[src/rtl/aes_key_sched_ctrl.sv]
// Sequencing controller for the AES-128 key expansion datapath.
// Steps the key generator through rounds 1..NUM_ROUNDS and hands each round key out over valid/ready.
module aes_key_sched_ctrl #(
    parameter int unsigned NUM_ROUNDS = 10,
    parameter logic [7:0]  RCON_INIT  = 8'h01
) (
    input  logic        clk,
    input  logic        rst,
    input  logic        start,
    input  logic        abort,
    input  logic        rkey_ready,
    output logic        rkey_valid,
    output logic [3:0]  round_o,
    output logic        busy,
    output logic        done,
    output logic        kg_en,
    output logic        kg_next_rnd,
    output logic        kg_gen_key,
    output logic [31:0] kg_rcon
);

    typedef enum logic [2:0] {
        S_IDLE,
        S_LOAD,
        S_EXPAND,
        S_PRESENT,
        S_DONE
    } state_t;

    localparam logic [3:0] LAST_ROUND = 4'(NUM_ROUNDS);

    state_t      r_state;
    state_t      w_state_nxt;
    logic [3:0]  r_round;
    logic [3:0]  w_round_nxt;
    logic [7:0]  r_rcon;
    logic [7:0]  w_rcon_nxt;
    logic        w_busy;

    function automatic logic [7:0] xtime(input logic [7:0] x);
        return {x[6:0], 1'b0} ^ (x[7] ? 8'h1B : 8'h00);
    endfunction

    always_ff @(posedge clk or posedge rst) begin
        if (rst) begin
            r_state <= S_IDLE;
            r_round <= 4'd0;
            r_rcon  <= RCON_INIT;
        end else begin
            r_state <= w_state_nxt;
            r_round <= w_round_nxt;
            r_rcon  <= w_rcon_nxt;
        end
    end

    always_comb begin
        w_state_nxt = r_state;
        w_round_nxt = r_round;
        w_rcon_nxt  = r_rcon;
        case (r_state)
            S_IDLE: begin
                if (start) begin
                    w_state_nxt = S_LOAD;
                    w_round_nxt = 4'd1;
                    w_rcon_nxt  = RCON_INIT;
                end
            end
            S_LOAD:   w_state_nxt = S_EXPAND;
            S_EXPAND: w_state_nxt = S_PRESENT;
            S_PRESENT: begin
                if (rkey_ready) begin
                    if (r_round < LAST_ROUND) begin
                        w_state_nxt = S_LOAD;
                        w_round_nxt = r_round + 4'd1;
                        w_rcon_nxt  = xtime(r_rcon);
                    end else begin
                        w_state_nxt = S_DONE;
                    end
                end
            end
            S_DONE: begin
                w_state_nxt = S_IDLE;
                w_round_nxt = 4'd0;
            end
            default: begin
                w_state_nxt = S_IDLE;
                w_round_nxt = 4'd0;
            end
        endcase
        // abort wins over start and a same-cycle handshake; rcon is left for the next start to reload
        if (abort) begin
            w_state_nxt = S_IDLE;
            w_round_nxt = 4'd0;
            w_rcon_nxt  = r_rcon;
        end
    end

    always_comb begin
        w_busy      = (r_state == S_LOAD) || (r_state == S_EXPAND) || (r_state == S_PRESENT);
        busy        = w_busy;
        kg_gen_key  = w_busy;
        kg_en       = (r_state == S_LOAD) || (r_state == S_EXPAND);
        kg_next_rnd = (r_state == S_LOAD) && (r_round != 4'd1);
        rkey_valid  = (r_state == S_PRESENT);
        done        = (r_state == S_DONE);
        round_o     = w_busy ? r_round : 4'd0;
        kg_rcon     = w_busy ? {r_rcon, 24'h0} : 32'h0;
    end

endmodule

[config.mk]
export PLATFORM = sky130hd
export DESIGN_NAME = aes_key_sched_ctrl
export DESIGN_NICKNAME = d
export VERILOG_FILES = /design/src/rtl/aes_key_sched_ctrl.sv
export SDC_FILE = /design/constraint.sdc
export NUM_CORES = 1
export LEC_CHECK = 0
export ABC_AREA = 1
export BUFFER_PORTS_ARGS = -buffer_cell sky130_fd_sc_hd__buf_2
export CAP_MARGIN = 20
export CORE_MARGIN = 3
export CORE_UTILIZATION = 40
export DETAILED_ROUTE_END_ITERATION = 6
export PLACE_DENSITY_LB_ADDON = 0.3
export SYNTH_ARGS = -nofsm -noshare
export SYNTH_HDL_FRONTEND = slang
export SYNTH_SLANG_ARGS = --single-unit
[constraint.sdc]
create_clock -name clk -period 1.3 [get_ports clk]
set_input_delay 0.13 -clock clk [delete_from_list [all_inputs] [get_ports clk]]
set_output_delay 0.13 -clock clk [all_outputs]
set_load 0.005 [all_outputs]
==> impl_results.md <==
* Status: finished, violations left
* Failing checks: negative setup slack
* Clock-pin slew on the worst setup and hold paths at 0.09 ns
* IO buf count at 22
* Gr usage total at 16.8%
* Diode count at 0
* Final setup vio count at 31
* Via density at 4.72
* CTS buffer count at 3
* Fin crit share at 117%
* Final setup skew at 0.0122 ns
* Io pins at 47
* Yosys warns at 0
* Async SR Flop Fraction at 100%
* Area growth from synthesis to layout at 31.3%
* RSZ-0062 raised after global routing: yes
* Setup crit start: r_state[2]
* Syn Std Cell Area at 0.00123 mm2
* Ys flop type: dfrtp_1
* P_leak at 0.878 nW
* Final nets at 227
* Slowest Stage Delay on Critical Path at 0.48 ns
* Total power draw at 1.95 mW
* Initial core utilization at 43.3%
* Reg power frac at 30.9%
* Hold Path Origin: abort
* DRC at 0
* Worst-path fanout max at 6
* WP data arrival at 1.40 ns
* Flops & latches, synth at 15
* Core Rows at 19
* Type of origin of the critical path: register
* DR vias at 1180
* Dpl cells at 232
* Largest net degree at the start of global routing at 16
* CTS root buf: clkbuf_4
* Power Dens Cells at 1200 mW/mm2
* Tmin final at 1.53 ns
* Power Internal at 1.15 mW
* Net switching power at 0.796 mW
* Maximum VDD drop at 0.583 mV
* Share of layout cells above drive strength 1 at 38.4%
* Core area at 0.00285 mm2
* Max Freq at 0.655 GHz
* Clock Power Share at 13.7%
* Final HPWL DP at 2.01 mm
* DRT Pass-1 Iters at 4
* Avg Cell Area, Syn at 7.31 um2
* Clk_lat worst skew at 0.29 ns
* Count of cell types in the netlist at 27
* Clock buffer depth at 2
* Antenna Nets Post-Route at 0
* Final Non-Filler Cells at 250
* CP Cell Sequence: nor2_4, clkinvlp_4, nor2_1, buf_2
* Initial antenna violation count at 0
* Cells after Synth at 169
* Worst R2R Start: r_state[2]
* Die Span Y at 61.6 um
* Crit-path slowest cell: dfrtp_2
* Worst hold path class: input pin to register
* Initial drt markers at 33
* Total wire length at 3.00 mm
* Worst EP required at 1.17 ns
* Fin worst setup slack at -0.227 ns
* Setup crit end kind: output pin
* Setup tns final at -3.19 ns
* H-tree lvl count at 1
* Max-cap check violation count at 0
* Post-synthesis sequential area ratio at 30.5%
* Placer Congestion at 0.815
* Post-route core utilization at 56.8%
* Final hold violations at 0
* R2R Setup Slk at -0.16 ns
* DR WL/cell at 12.0 um
* CTS tree: built
* CTS Sinks at 15
* Slew Viols, Final at 0
* Crit path kind: register to output pin
* Worst slack, placed at 0.0353 ns
* Switching power share of the total at 40.9%
* Vias in the first global route at 985
* Total gr overflow at 0
* Die W at 61.6 um
* Die area at 0.00379 mm2
* Number of flops mapped to enable cells by yosys at 0
* Logic pwr share at 55.3%
* Global-route wire length before repair at 4.61 mm
==> repair_timing <==
item                       CTS  global route
gates cloned                 1             0
hold endpoints to repair    14             0
pin swaps                    6             9
hold buffers                 1             0
resized for setup           17            13
buffers inserted             9             4
setup endpoints to repair   20            32
==> registers in the layout, indices dropped and copies added (netlist names) <==
name,count
r_rcon,8
r_round,4
r_state,3
==> layout make-up <==
type / instances / area, um2
Multi-Input combinational cell: 128 / 708
Timing Repair Buffer: 50 / 372
Fill cell: 267 / 1230
Clock buffer: 4 / 26.3
Inverter: 21 / 88.8
Timing Repair inverter: 1 / 7.51
Sequential cell: 15 / 380
Tap cell: 31 / 38.8
==> layout by cell type (no fill, tap or decap), drive strengths merged, types with 2 or more instances in the layout <==
| cell type | synthesis | routed |
|---|---|---|
| nor2 | 27 | 27 |
| conb | 1 | 24 |
| inv | 20 | 20 |
| nand4 | 10 | 10 |
| dfrtp | 14 | 14 |
| xnor2 | 3 | 3 |
| ha | 2 | 2 |
| buf | 28 | 49 |
| o21ai | 3 | 3 |
| a21oi | 2 | 2 |
| clkbuf | 0 | 4 |
| nand3 | 14 | 14 |
| nand2 | 40 | 40 |
==> power groups by stage <==
stage,sequential [mW],combinational (mW),clock [mW]
3_5_place_dp,0.612,0.761,0
2_1_floorplan,0.580,0.584,0
3_3_place_gp,0.611,0.770,0
6_report,0.602,1.08,0.267
5_1_grt,0.611,1.18,0.306
4_1_cts,0.601,0.959,0.281
==> per-layer routing <==
layer  wire length (um)  global-route usage (%)  part of all wire, %
met1               1340                    22.0                   45
met2               1470                    27.7                   49
met3                157                    3.77                  5.2
met4                 26                    4.55                 0.87
met5                  0                       0                    0
==> logic make-up (layout without fill, tap and decap cells) <==
group / count (synthesis) / after routing / share of synthesized area (%)
AO/OA/AOI/OAI: 7 / 7 / 4.86
buffers and inverters: 49 / 76 / 23.8
flip-flops: 15 / 15 / 30.5
adder cells (fa/ha/maj): 2 / 2 / 2.03
other: 1 / 24 / 0.304
XOR/XNOR: 3 / 3 / 2.13
AND/OR/NAND/NOR: 92 / 92 / 36.4
==> synthesized netlist by cell type, drive strengths merged, types with 2 or more instances <==
cell type  instances  area [um2]
nor2              27         111
nand3             14         100
buf               28         208
a21oi              2        10.0
o21ai              3        37.5
ha                 2        25.0
inv               20        77.6
nand2             40         170
xnor2              3        26.3
nand4             10        62.6
dfrtp             14         350
==> path summary, 6_finish.rpt <==
check | end | cells after the start
setup / recovery | kg_rcon[31] | 4
hold / removal | r_round[3] | 4
setup reg to reg | r_round[3] | 8
hold reg to reg | r_rcon[6] | 2
max in group asynchronous | r_rcon[0] | 4
min in group asynchronous | r_rcon[2] | 4
==> per-stage QoR <==
stage,cell area (um2),hold slack (ns)
2_1_floorplan,1320,0.0308
3_3_place_gp,1380,0.144
3_5_place_dp,1380,0.145
4_1_cts,1550,0.157
5_1_grt,1620,0.166
6_report,1620,0.171
==> worst max-delay path: cells and delay by family (launching register included) <==
family | cells | cell delay, ns
DFF | 1 | 0.48
buffers and inverters | 2 | 0.32
and+or+nand+nor | 2 | 0.31
No activity file was read; power rests on OpenSTA's default activity.
